$ cat config.mk
export PLATFORM = sky130hd
export DESIGN_NAME = lms_ctr_gpio_in
export DESIGN_NICKNAME = d
export VERILOG_FILES = /design/src/rtl/lms_ctr_gpio_in_pkg.sv /design/src/rtl/lms_ctr_gpio_in_debounce.sv /design/src/rtl/lms_ctr_gpio_in.sv
export SDC_FILE = /design/constraint.sdc
export NUM_CORES = 1
export LEC_CHECK = 0
export ABC_CLOCK_PERIOD_IN_PS = 3900
export BUFFER_PORTS_ARGS = -buffer_cell sky130_fd_sc_hd__buf_2
export CORE_MARGIN = 4
export CORE_UTILIZATION = 60
export CTS_CLUSTER_DIAMETER = 120
export DETAILED_ROUTE_END_ITERATION = 6
export GPL_ROUTABILITY_DRIVEN = 1
export PLACE_DENSITY_LB_ADDON = 0.15
export SYNTH_ARGS = -nofsm -noshare
export SYNTH_HDL_FRONTEND = slang
export SYNTH_SLANG_ARGS = --single-unit
$ cat constraint.sdc
create_clock -name clk -period 3.9 [get_ports clk]
set_input_delay 0.195 -clock clk [delete_from_list [all_inputs] [get_ports clk]]
set_output_delay 0.195 -clock clk [all_outputs]
set_load 0.05 [all_outputs]
$ cat src/rtl/lms_ctr_gpio_in_pkg.sv
// Shared constants for the LMS control-path GPIO input port.
// Covers the register address map and the edge-type selector encoding.
package lms_ctr_gpio_in_pkg;

   typedef logic [2:0] addr_t;

   localparam addr_t ADDR_DATA  = 3'd0;
   localparam addr_t ADDR_LIMIT = 3'd1;
   localparam addr_t ADDR_MASK  = 3'd2;
   localparam addr_t ADDR_EDGE  = 3'd3;

   localparam int EDGE_RISE = 0;
   localparam int EDGE_FALL = 1;
   localparam int EDGE_ANY  = 2;

endpackage

$ cat src/rtl/lms_ctr_gpio_in_debounce.sv
// One input bit: two-flop synchronizer followed by a counter debouncer.
// The stable output follows the synchronized pin once it has disagreed for limit+1 cycles.
module lms_ctr_gpio_in_debounce
   import lms_ctr_gpio_in_pkg::*;
#(
   parameter int CNT_W = 16
) (
   input  logic             clk,
   input  logic             reset_n,
   input  logic             pin,
   input  logic [CNT_W-1:0] limit,
   output logic             stable
);

   logic             sync1_reg;
   logic             sync2_reg;
   logic             stable_reg;
   logic [CNT_W-1:0] cnt_reg;

   always_ff @(posedge clk or negedge reset_n) begin
      if (!reset_n) begin
         sync1_reg <= 1'b0;
         sync2_reg <= 1'b0;
      end else begin
         sync1_reg <= pin;
         sync2_reg <= sync1_reg;
      end
   end

   // A counter left above a newly lowered limit simply runs on and wraps.
   always_ff @(posedge clk or negedge reset_n) begin
      if (!reset_n) begin
         stable_reg <= 1'b0;
         cnt_reg    <= '0;
      end else if (sync2_reg == stable_reg) begin
         cnt_reg <= '0;
      end else if (cnt_reg == limit) begin
         stable_reg <= sync2_reg;
         cnt_reg    <= '0;
      end else begin
         cnt_reg <= cnt_reg + CNT_W'(1);
      end
   end

   assign stable = stable_reg;

endmodule

$ cat src/rtl/lms_ctr_gpio_in.sv
// Avalon-MM status input port: debounced pins, edge capture with write-1-to-clear,
// and a maskable level interrupt.
module lms_ctr_gpio_in
   import lms_ctr_gpio_in_pkg::*;
#(
   parameter int WIDTH          = 4,
   parameter int CNT_W          = 16,
   parameter int DEBOUNCE_RESET = 1000,
   parameter int EDGE_TYPE      = 0
) (
   input  logic             clk,
   input  logic             reset_n,
   input  logic [2:0]       address,
   input  logic             chipselect,
   input  logic             read_n,
   input  logic             write_n,
   input  logic [31:0]      writedata,
   output logic [31:0]      readdata,
   input  logic [WIDTH-1:0] in_port,
   output logic             irq
);

   logic [WIDTH-1:0] stable;
   logic [WIDTH-1:0] stable_d_reg;
   logic [WIDTH-1:0] edge_bits;
   logic [WIDTH-1:0] clear_bits;
   logic [WIDTH-1:0] mask_reg;
   logic [WIDTH-1:0] edge_capture_reg;
   logic [CNT_W-1:0] limit_reg;
   logic [31:0]      readdata_reg;
   logic [31:0]      read_mux;
   logic             rd_en;
   logic             wr_en;
   logic             unused_writedata;

   assign rd_en = chipselect & ~read_n;
   assign wr_en = chipselect & ~write_n;
   assign unused_writedata = &{1'b0, writedata};

   genvar gi;
   generate
      for (gi = 0; gi < WIDTH; gi++) begin : g_bit
         lms_ctr_gpio_in_debounce #(
            .CNT_W (CNT_W)
         ) u_debounce (
            .clk     (clk),
            .reset_n (reset_n),
            .pin     (in_port[gi]),
            .limit   (limit_reg),
            .stable  (stable[gi])
         );
      end
   endgenerate

   generate
      if (EDGE_TYPE == EDGE_FALL) begin : g_edge_fall
         assign edge_bits = ~stable & stable_d_reg;
      end else if (EDGE_TYPE == EDGE_ANY) begin : g_edge_any
         assign edge_bits = stable ^ stable_d_reg;
      end else begin : g_edge_rise
         assign edge_bits = stable & ~stable_d_reg;
      end
   endgenerate

   assign clear_bits = (wr_en && address == ADDR_EDGE) ? writedata[WIDTH-1:0] : '0;

   always_ff @(posedge clk or negedge reset_n) begin
      if (!reset_n) begin
         stable_d_reg     <= '0;
         edge_capture_reg <= '0;
      end else begin
         stable_d_reg     <= stable;
         // A newly detected edge beats a simultaneous software clear.
         edge_capture_reg <= (edge_capture_reg & ~clear_bits) | edge_bits;
      end
   end

   always_ff @(posedge clk or negedge reset_n) begin
      if (!reset_n) begin
         limit_reg <= CNT_W'(DEBOUNCE_RESET);
         mask_reg  <= '0;
      end else if (wr_en) begin
         if (address == ADDR_LIMIT) limit_reg <= writedata[CNT_W-1:0];
         if (address == ADDR_MASK)  mask_reg  <= writedata[WIDTH-1:0];
      end
   end

   always_comb begin
      read_mux = '0;
      case (address)
         ADDR_DATA:  read_mux[WIDTH-1:0] = stable;
         ADDR_LIMIT: read_mux[CNT_W-1:0] = limit_reg;
         ADDR_MASK:  read_mux[WIDTH-1:0] = mask_reg;
         ADDR_EDGE:  read_mux[WIDTH-1:0] = edge_capture_reg;
         default:    read_mux = '0;
      endcase
   end

   always_ff @(posedge clk or negedge reset_n) begin
      if (!reset_n) readdata_reg <= '0;
      else          readdata_reg <= rd_en ? read_mux : '0;
   end

   assign readdata = readdata_reg;
   assign irq      = |(edge_capture_reg & mask_reg);

endmodule

==> run_results.csv, run 1 <==
group,metric,value,unit
floorplan,initial_utilization,61.99,%
placed_design,dpl-instance-area,6374,um2
synthesis,ys_seq_elements,120,
floorplan,dieWidth,109.0,um
final_layout,finish.net_count,668,
floorplan,floorplan.die_area,11870,um2
worst_setup_path,crit_path_end_kind,"flip-flop",
floorplan,io_pins,77,
timing,actual_transition_at_the_worst_max_transition_pin,1143,ps
drt,final_antenna_net_count,0,
synthesis,post_synth.cell_area_avg,10.90,um2
synthesis,syn-instance-count,561,
drt,vias_per_cell,5.770,
final_layout,area.sequential,3010,um2
clocking,htree_levels,4,
drt,routed_len_inst,17.93,um
global_route,total_routing_usage_gr,25.17,%
placed_design,preCtsSetupSlack,1519,ps
power,p_leak,2.931,nW
timing,final.setup.tns,0,ps
floorplan,design.core.area,9864,um2
final_layout,final_layout_size_suffix_gt1_share,20.22,%
power,powerDensity,569.3,nW/um2
clocking,number_of_cts_inserted_buffers,17,
final_layout,antenna-diode-count,0,
worst_hold_path,min-delay-path-class,"primary input to flip-flop",
placed_design,placed_cells_incl_taps,712,
run,max_cap_violations,0,
worst_setup_path,path_max_fanout,10,
synthesis,yosysTopAreaCell,"sky130_fd_sc_hd__dfrtp_1",
clocking,worst_skew_pair_later_pin_latency,530,ps
drt,vias,4420,
synthesis,synth_cell_type_count,43,
timing,worst_slew_margin_rel,23.65,%
timing,hold_viol,0,
final_layout,final_cells,766,
synthesis,portion_of_the_post_synthesis_area_used_by_sequential_elements,49.23,%
drt,drt_first_pass_iters,4,
floorplan,std_cell_rows,36,
synthesis,post-synth-top-count-cell,"sky130_fd_sc_hd__dfrtp_1",
placed_design,estimated_wirelength_of_the_detail_placed_design,9.140,mm
final_layout,area_delta_synth_final,18.42,%
synthesis,share_of_the_synthesized_area_in_the_top_cell_type,46.65,%
timing,total_count_of_max_transition_violations_in_the_final_report,0,
drt,routed_wl,13.73,mm
synthesis,synth_commonest_cells,"114 x sky130_fd_sc_hd__dfrtp_1, 99 x sky130_fd_sc_hd__xnor2_1, 62 x sky130_fd_sc_hd__nor3_1",
synthesis,synth_area_leaders,"sky130_fd_sc_hd__dfrtp_1 47%, sky130_fd_sc_hd__xnor2_1 14%, sky130_fd_sc_hd__nor3_1 5.1%, sky130_fd_sc_hd__mux2_2 4.4%, sky130_fd_sc_hd__nand4_1 2.8%",
timing,holdWs,69.35,ps
worst_setup_path,timing.setup.critical_path_class,"flip-flop to flip-flop",
final_layout,largest_register_ffs,64,
final_layout,multiInputGateArea,2861,um2
floorplan,chipHeight,109.0,um
global_route,global_route.overflow_total,0,
drt,drt_iter0_drc,215,
synthesis,asyncSetResetFlopFracSynth,100.0,%
timing,timing.final.setup_violations,0,
clocking,cts.reportedPaths.clkPinSlew,60,ps
power,irDropWorstVdd,0.0004134,V
global_route,pin_count_of_the_biggest_net_entering_global_routing,62,
final_layout,design_area,7241,um2
clocking,cts_tree,"built",
worst_setup_path,critPathLaunchType,"flip-flop",
synthesis,syn_area,6115,um2
timing,fmax,418.0,MHz
worst_setup_path,worst-endpoint-arrival,2800,ps
timing,finalCriticalPeriod,2392,ps
timing,final.period_utilization,61.34,%
placed_design,place_congestion,0.9309,
clocking,ctsLongestPathBuffers,2,
clocking,postCtsSetupRepairBufs,0,
clocking,tritoncts_num_sinks,120,
synthesis,synth_edf_count,0,
drt,drc,0,
worst_setup_path,worstPathRequired,4310,ps
clocking,clock_tree.root_cell,"sky130_fd_sc_hd__clkbuf_8",
timing,final_critical_path_setup_slack,1508,ps
placed_design,port_buffers,44,
timing,rsz0062_at_grt,"false",
final_layout,nFillCells,692,
status,run_status,"complete, no violations",
global_route,grt_pass1_wl,22.46,mm
global_route,number_of_antenna_violations_at_the_first_check_in_global_routing,0,
synthesis,synth-warning-count,0,
global_route,grt_pass1_vias,4286,
synthesis,predominant_post_synthesis_flop_cell,"sky130_fd_sc_hd__dfrtp_1",
timing,clock_skew,4.888,ps
## cell usage in the layout (no fill, tap or decap), drive strengths merged
cell type      n
dfrtp        114
xnor2         99
nor3          62
buf           53
nand4         28
nand3         25
mux2          24
dlygate4sd3   22
nand2         19
clkbuf        18
xor2          17
and2          16
conb          16
nor4          15
inv           12
a211oi         8
nor3b          6
o31ai          6
or4            6
mux2i          6
bufinv         6
dfstp          6
and3           6
clkinv         6
or3            5
nor2           4
a22o           4
ha             4
or2            4
and4           3
o22ai          3
o21ai          2
nand2b         2
a22oi          2
clkinvlp       2
nor4b          1
mux4           1
## worst max-delay path, stage by stage, from the launching register on
cell,delay [ps]
sky130_fd_sc_hd__dfstp_2,660
sky130_fd_sc_hd__xnor2_1,150
sky130_fd_sc_hd__nand4_1,120
sky130_fd_sc_hd__nor4_2,700
sky130_fd_sc_hd__buf_4,300
sky130_fd_sc_hd__mux2_2,340
## repair_timing
action,in CTS,in global routing
resized for setup,0,0
endpoints found under the hold margin,88,0
hold buffers,22,0
## stage by stage
step	util [%]	power (mW)
2_1_floorplan	-	2.173
3_3_place_gp	64.61	2.384
3_5_place_dp	64.61	2.405
4_1_cts	73.40	4.147
5_1_grt	73.40	4.305
6_report	73.40	4.122
## layer usage
metal / vias up / global-route usage, % / routed length (um) / share of wire [%]
li1: 2053 / - / - / -
met1: 2209 / 32.98 / 6018 / 44
met2: 132 / 40.00 / 6709 / 49
met3: 26 / 7.105 / 713 / 5.2
met4: 0 / 9.378 / 292 / 2.1
met5: - / 0 / 0 / 0
## power by group
part | internal [mW] | total (mW) | switching (mW)
combinational | 0.348 | 0.724 | 0.376
sequential | 1.41 | 1.68 | 0.273
clock | 1.16 | 1.72 | 0.555
total | 2.92 | 4.12 | 1.20
## final timing paths
| path | startpoint | to | slack, ps | cells past startpoint |
|---|---|---|---|---|
| max in group asynchronous | reset_n | limit_reg[7] | 2690 | 3 |
| hold reg to reg | g_bit[2].u_debounce.sync1_reg | g_bit[2].u_debounce.sync2_reg | 350 | 0 |
| setup reg to reg | limit_reg[3] | g_bit[3].u_debounce.stable | 1510 | 5 |
| min in group asynchronous | reset_n | mask_reg[2] | 280 | 2 |
| hold / removal | address[2] | readdata[0] | 70 | 3 |
| setup / recovery | limit_reg[3] | g_bit[3].u_debounce.stable | 1510 | 5 |
## cells by family (layout without fill, tap and decap cells)
| family | Yosys count | after routing | share of synthesized area, % |
|---|---|---|---|
| xor gates and xnor gates | 116 | 116 | 16.62 |
| AOI/OAI and AO/OA | 25 | 25 | 3.008 |
| muxes | 31 | 31 | 5.770 |
| other | 1 | 16 | 0.06133 |
| buffers and inverters | 62 | 119 | 5.034 |
| DFF | 120 | 120 | 49.23 |
| and+or+nand+nor | 202 | 202 | 19.46 |
| adders and majority gates | 4 | 4 | 0.8185 |
## area by class of cell
type | count | area share (%)
flip-flops and latches | 120 | 41.58
repair buffers | 75 | 7.050
multi-input cells | 394 | 39.52
inverters | 12 | 0.6221
clock buffers | 18 | 5.772
clock inverters | 14 | 3.162
well taps | 133 | 2.298
No activity file was read; power rests on OpenSTA's default activity.
==> run 2, diff against run 1 <==
- ABC_CLOCK_PERIOD_IN_PS: 3900 -> 2500
- CORE_UTILIZATION: 60 -> 58
- clock period: 3.9 -> 2.5 ns (I/O delays scaled with it)
==> run_results.csv, run 2 (same netlist as run 1, synthesis figures left out) <==
group,metric,value,unit
power,powerDensity,844.1,nW/um2
timing,timing.final.setup_violations,0,
timing,final_critical_path_setup_slack,594.9,ps
power,internal-power,4.209,mW
timing,hold_viol,0,
worst_setup_path,timing.critical_path.slowest_stage_cell,"sky130_fd_sc_hd__or4_1",
worst_setup_path,worst_path_largest_cell_delay,490,ps
placed_design,place_congestion,0.8487,
placed_design,dpl-instance-area,6405,um2
drt,final_antenna_net_count,0,
worst_setup_path,cp_num_cells,4,
timing,final.setup.tns,0,ps
power,p_leak,2.910,nW
worst_setup_path,path_max_fanout,6,
power,switchingPower,1.862,mW
final_layout,antenna-diode-count,0,
placed_design,port_buffers,44,
final_layout,multiInputGateArea,2861,um2
clocking,cts.reportedPaths.clkPinSlew,60,ps
clocking,number_of_cts_inserted_buffers,17,
final_layout,nFillCells,762,
clocking,cts_resized,0,
drt,routed_len_inst,17.82,um
final_layout,design_area,7192,um2
worst_hold_path,cell_depth_of_the_worst_hold_path,3,
floorplan,initial_utilization,59.50,%
final_layout,area_delta_synth_final,17.62,%
clocking,clock_tree.root_cell,"sky130_fd_sc_hd__clkbuf_8",
timing,worst_slew_margin_rel,58.04,%
status,run_status,"complete, no violations",
final_layout,area.sequential,3010,um2
worst_setup_path,timing.critical_path.cells,"nand4_1 -> or2_1 -> or4_1 -> a211oi_1",
final_layout,final_layout_size_suffix_gt1_share,19.81,%
clocking,tritoncts_num_sinks,120,
drt,drt_first_pass_iters,4,
worst_hold_path,min-delay-path-class,"primary input to flip-flop",
final_layout,most_used_cells_in_the_layout_excluding_fill_and_tap_cells,"114 x sky130_fd_sc_hd__dfrtp_1, 99 x sky130_fd_sc_hd__xnor2_1, 62 x sky130_fd_sc_hd__nor3_1",
global_route,grt_pass1_wl,23.50,mm
worst_setup_path,timing.setup.critical_path_class,"flip-flop to flip-flop",
worst_setup_path,worstPathRequired,2920,ps
placed_design,preCtsSetupSlack,598.4,ps
clocking,worst_skew_pair_later_pin_latency,520,ps
floorplan,dieWidth,110.7,um
timing,final.period_utilization,76.21,%
floorplan,design.core.area,10280,um2
power,irDropWorstVdd,0.0005281,V
worst_setup_path,worstPathBufferInverterCount,0,
power,switching_power_as_a_share_of_total_power,30.67,%
drt,drc,0,
power,p_comb_share,19.0,%
final_layout,finish.net_count,671,
timing,clock_skew,8.666,ps
worst_setup_path,worst-endpoint-arrival,2330,ps
timing,total_count_of_max_transition_violations_in_the_final_report,0,
power,seq_power_share,43.4,%
run,max_cap_violations,0,
global_route,global_route.overflow_total,0,
final_layout,largest_register_ffs,64,
clocking,postCtsSetupRepairBufs,0,
power,clkPwrFrac,37.6,%
clocking,htree_levels,4,
floorplan,chipHeight,110.7,um
global_route,pin_count_of_the_biggest_net_entering_global_routing,121,
timing,finalCriticalPeriod,1905,ps
global_route,total_routing_usage_gr,24.32,%
worst_setup_path,critPathLaunchType,"flip-flop",
worst_setup_path,worst_path_dominant_cell_family,"simple AND/OR/NAND/NOR gates",
global_route,number_of_antenna_violations_at_the_first_check_in_global_routing,0,
worst_setup_path,reg2reg_depth,4,
clocking,cts_tree,"built",
global_route,grt_pass1_vias,4480,
drt,vias,4291,
timing,actual_transition_at_the_worst_max_transition_pin,624.6,ps
drt,vias_per_cell,5.558,
drt,routed_wl,13.76,mm
worst_setup_path,crit_path_end_kind,"flip-flop",
final_layout,mostFrequentLayoutCell,"sky130_fd_sc_hd__dfrtp_1",
floorplan,std_cell_rows,37,
clocking,ctsLongestPathBuffers,2,
timing,rsz0062_at_grt,"false",
timing,fmax,524.9,MHz
drt,drt_iter0_drc,244,
clocking,ctsHoldBuffers,23,
floorplan,io_pins,77,
floorplan,floorplan.die_area,12250,um2
placed_design,estimated_wirelength_of_the_detail_placed_design,8.598,mm
final_layout,utilization,69.98,%
==> run 2: area by class of cell <==
class                      instances  share of cell area, %
clock inverter                     8                  1.340
tap                              136                  2.366
inverter                          12                 0.6263
timing repair buffer              78                  7.620
multi-input combinational        394                  39.79
clock buffer                      24                  6.402
sequential                       120                  41.86
==> run 2: routing by layer <==
layer	global-route usage, %	wire (um)	vias up
li1	-	-	2069
met1	31.52	6221	2096
met2	39.40	6675	103
met3	6.659	554	23
met4	8.703	305	0
met5	0	0	-
==> run 2: worst paths after layout <==
check / slack [ps] / from / to
worst min-delay path: 40 / chipselect / readdata[2]
worst min register to register: 350 / g_bit[3].u_debounce.sync1_reg / g_bit[3].u_debounce.sync2_reg
min in group asynchronous: 270 / reset_n / readdata[3]
worst max register to register: 590 / g_bit[1].u_debounce.cnt_reg[2] / g_bit[1].u_debounce.cnt_reg[15]
max in group asynchronous: 1800 / reset_n / g_bit[0].u_debounce.cnt_reg[12]
worst max-delay path: 590 / g_bit[1].u_debounce.cnt_reg[2] / g_bit[1].u_debounce.cnt_reg[15]
==> run 2: worst min-delay path: cells and delay by family <==
family	cells	cell delay [ps]
AND/OR/NAND/NOR	2	290
buffers and inverters	1	100
==> run 2: per-stage QoR <==
stage | std cells | hold slack [ps] | power (mW)
detailed placement | 717 | 235.3 | 3.778
global route | 772 | 32.15 | 6.375
floorplan | 576 | -170.6 | 3.390
global placement | 717 | 234.7 | 3.743
CTS | 772 | 18.54 | 6.105
finish | 772 | 38.28 | 6.071
==> run 2: power groups by stage <==
stage               sequential (mW)  clock, mW  combinational, mW
global placement               2.66          0               1.08
floorplan                      2.39          0              0.996
global route                   2.67       2.43               1.27
CTS                            2.63       2.31               1.16
detailed placement             2.67          0               1.11
finish                         2.64       2.28               1.15
==> run 3, diff against run 2 <==
- ABC_AREA: unset -> 1
- ABC_CLOCK_PERIOD_IN_PS: 2500 -> 1800
- CORE_UTILIZATION: 58 -> 59
- clock period: 2.5 -> 1.8 ns (I/O delays scaled with it)
==> run_results.csv, run 3 <==
group,metric,value,unit
clocking,clock_tree.root_cell,"sky130_fd_sc_hd__clkbuf_8",
floorplan,design.core.area,10890,um2
power,seq_power_share,39.9,%
synthesis,synth_commonest_cells,"288 x sky130_fd_sc_hd__nand2_1, 114 x sky130_fd_sc_hd__dfrtp_1, 112 x sky130_fd_sc_hd__nor2_1",
power,switchingPower,2.196,mW
clocking,cts.reportedPaths.clkPinSlew,60,ps
synthesis,synth_edf_count,0,
final_layout,utilization,71.08,%
placed_design,place_congestion,0.8583,
worst_setup_path,worstPathRequired,2200,ps
timing,fmax,579.8,MHz
final_layout,area_delta_synth_final,17.18,%
final_layout,finish.net_count,1003,
placed_design,placed_cells_incl_taps,1055,
worst_setup_path,critical_path.reg2reg.startpoint,"limit_reg[11]",
timing,clock_skew,8.796,ps
power,switching_power_as_a_share_of_total_power,28.47,%
final_layout,largest_register_ffs,64,
timing,finalCriticalPeriod,1725,ps
timing,final.setup.tns,0,ps
worst_setup_path,path_max_fanout,16,
power,clkPwrFrac,45.6,%
drt,vias_per_cell,5.120,
final_layout,nFillCells,851,
power,p_leak,3.648,nW
synthesis,share_of_the_synthesized_area_in_the_top_cell_type,43.20,%
placed_design,port_buffers,44,
timing,worst_slew_margin_rel,59.07,%
synthesis,syn-instance-count,876,
floorplan,initial_utilization,60.65,%
timing,total_count_of_max_transition_violations_in_the_final_report,0,
status,run_status,"complete, no violations",
timing,hold_viol,0,
synthesis,ys_seq_elements,120,
worst_setup_path,critPathLaunchType,"flip-flop",
drt,vias,5673,
floorplan,dieWidth,113.8,um
final_layout,mostFrequentLayoutCell,"sky130_fd_sc_hd__nand2_1",
synthesis,predominant_post_synthesis_flop_cell,"sky130_fd_sc_hd__dfrtp_1",
global_route,total_routing_usage_gr,26.56,%
worst_setup_path,crit_path_end_kind,"flip-flop",
synthesis,yosysTopAreaCell,"sky130_fd_sc_hd__dfrtp_1",
timing,timing.final.setup_violations,0,
floorplan,floorplan.die_area,12950,um2
drt,drt_iter0_drc,463,
drt,drc,0,
clocking,worst_skew_pair_later_pin_latency,530,ps
worst_setup_path,worst-endpoint-arrival,2130,ps
final_layout,most_used_cells_in_the_layout_excluding_fill_and_tap_cells,"288 x sky130_fd_sc_hd__nand2_1, 112 x sky130_fd_sc_hd__nor2_1, 112 x sky130_fd_sc_hd__dfrtp_1",
worst_hold_path,min-delay-path-class,"primary input to flip-flop",
power,irDropWorstVdd,0.0009531,V
floorplan,std_cell_rows,38,
worst_setup_path,timing.setup.critical_path_class,"flip-flop to flip-flop",
timing,rsz0062_at_grt,"false",
global_route,grt_pass1_vias,5707,
synthesis,synth-warning-count,0,
synthesis,synth_cell_type_count,25,
synthesis,synth_area_leaders,"sky130_fd_sc_hd__dfrtp_1 43%, sky130_fd_sc_hd__nand2_1 16%, sky130_fd_sc_hd__nor2_1 6.4%, sky130_fd_sc_hd__xor2_1 6.4%, sky130_fd_sc_hd__inv_1 5.5%",
clocking,ctsLongestPathBuffers,2,
power,internal-power,5.516,mW
global_route,global_route.overflow_total,0,
global_route,grt_pass1_wl,26.86,mm
clocking,cts_tree,"built",
clocking,htree_levels,4,
drt,routed_wl,16.09,mm
clocking,tritoncts_num_sinks,120,
power,p_comb_share,14.5,%
worst_hold_path,min-delay-start,"read_n",
drt,final_antenna_net_count,0,
drt,routed_len_inst,14.52,um
final_layout,antenna-diode-count,0,
final_layout,final_cells,1108,
global_route,pin_count_of_the_biggest_net_entering_global_routing,45,
synthesis,post_synth.cell_area_avg,7.539,um2
timing,actual_transition_at_the_worst_max_transition_pin,612.5,ps
final_layout,final_layout_size_suffix_gt1_share,16.63,%
global_route,number_of_antenna_violations_at_the_first_check_in_global_routing,0,
run,max_cap_violations,0,
timing,final.period_utilization,95.82,%
worst_setup_path,timing.critical_path.from,"limit_reg[11]",
clocking,number_of_cts_inserted_buffers,17,
synthesis,syn_area,6604,um2
worst_setup_path,r2r_setup_slack,80,ps
synthesis,post-synth-top-count-cell,"sky130_fd_sc_hd__nand2_1",
synthesis,asyncSetResetFlopFracSynth,100.0,%
power,powerDensity,996.6,nW/um2
synthesis,portion_of_the_post_synthesis_area_used_by_sequential_elements,45.59,%
drt,drt_first_pass_iters,5,
floorplan,chipHeight,113.8,um
placed_design,estimated_wirelength_of_the_detail_placed_design,11.35,mm
floorplan,io_pins,77,
[run 3: timing repair]
item                                    CTS  global route
buffers inserted                          0             0
endpoints found under the hold margin   142             0
hold buffers                             21             0
resized for setup                         0             3
endpoints found under the setup margin    0            10
[run 3: per-stage QoR]
step	setup slack, ps	area, um2	total power, mW	hold slack [ps]
6_report	75.26	7739	7.712	73.68
5_1_grt	14.86	7739	8.035	93.09
4_1_cts	72.87	7727	7.736	45.80
3_5_place_dp	123.4	6905	4.176	102.6
3_3_place_gp	152.3	6905	4.150	105.6
2_1_floorplan	251.1	6660	3.834	-205.6
[run 3: worst max-delay path, stage by stage, from the launching register on]
cell and delay, ps:
sky130_fd_sc_hd__dfrtp_1 480, sky130_fd_sc_hd__inv_2 150, sky130_fd_sc_hd__nand2_1 90, sky130_fd_sc_hd__nand2_1 50, sky130_fd_sc_hd__nor2_1 110, sky130_fd_sc_hd__nand2_1 130
sky130_fd_sc_hd__nor2_2 170, sky130_fd_sc_hd__nand2_2 100, sky130_fd_sc_hd__nand2_4 220, sky130_fd_sc_hd__nor2_1 80
[run 3: final timing paths]
path / cells after the start / end
worst max register to register: 9 / g_bit[1].u_debounce.cnt_reg[3]
worst min-delay path: 3 / readdata[1]
worst max-delay path: 9 / g_bit[1].u_debounce.cnt_reg[3]
worst min register to register: 0 / g_bit[2].u_debounce.sync2_reg
max in group asynchronous: 3 / limit_reg[8]
min in group asynchronous: 2 / g_bit[1].u_debounce.sync1_reg
[run 3: final cells by class]
class / instances / area, um2 / share of cell area [%]
Clock inverter: 11 / 172.7 / 2.231
Tap cell: 140 / 175.2 / 2.264
Timing Repair Buffer: 71 / 503.0 / 6.500
Multi-Input combinational cell: 632 / 3012 / 38.92
Inverter: 113 / 424.2 / 5.481
Sequential cell: 120 / 3013 / 38.93
Clock buffer: 21 / 439.2 / 5.675
[run 3: routing by layer]
layer,vias to the layer above,wire [um],track usage [%]
li1,2801,-,-
met1,2686,7008,33.36
met2,152,7738,44.25
met3,34,860,6.578
met4,0,484,10.69
met5,-,0,0
[run 3: kinds of logic (layout without fill, tap and decap cells)]
group	count (synthesis)	after routing	synth area share [%]
XOR/XNOR	52	52	6.896
adder cells (fa/ha/maj)	4	4	0.7579
AO/OA/AOI/OAI	39	39	3.126
flip-flops	120	120	45.59
AND/OR/NAND/NOR	521	521	33.78
other	1	16	0.05679
buffers and inverters	139	216	9.796
[run 3: power by group through the flow]
stage               sequential, mW  clock [mW]  combinational (mW)
finish                        3.08        3.52                1.12
global route                  3.10        3.68                1.26
CTS                           3.07        3.55                1.11
detailed placement            3.11           0                1.06
global placement              3.11           0                1.04
floorplan                     3.07           0               0.761
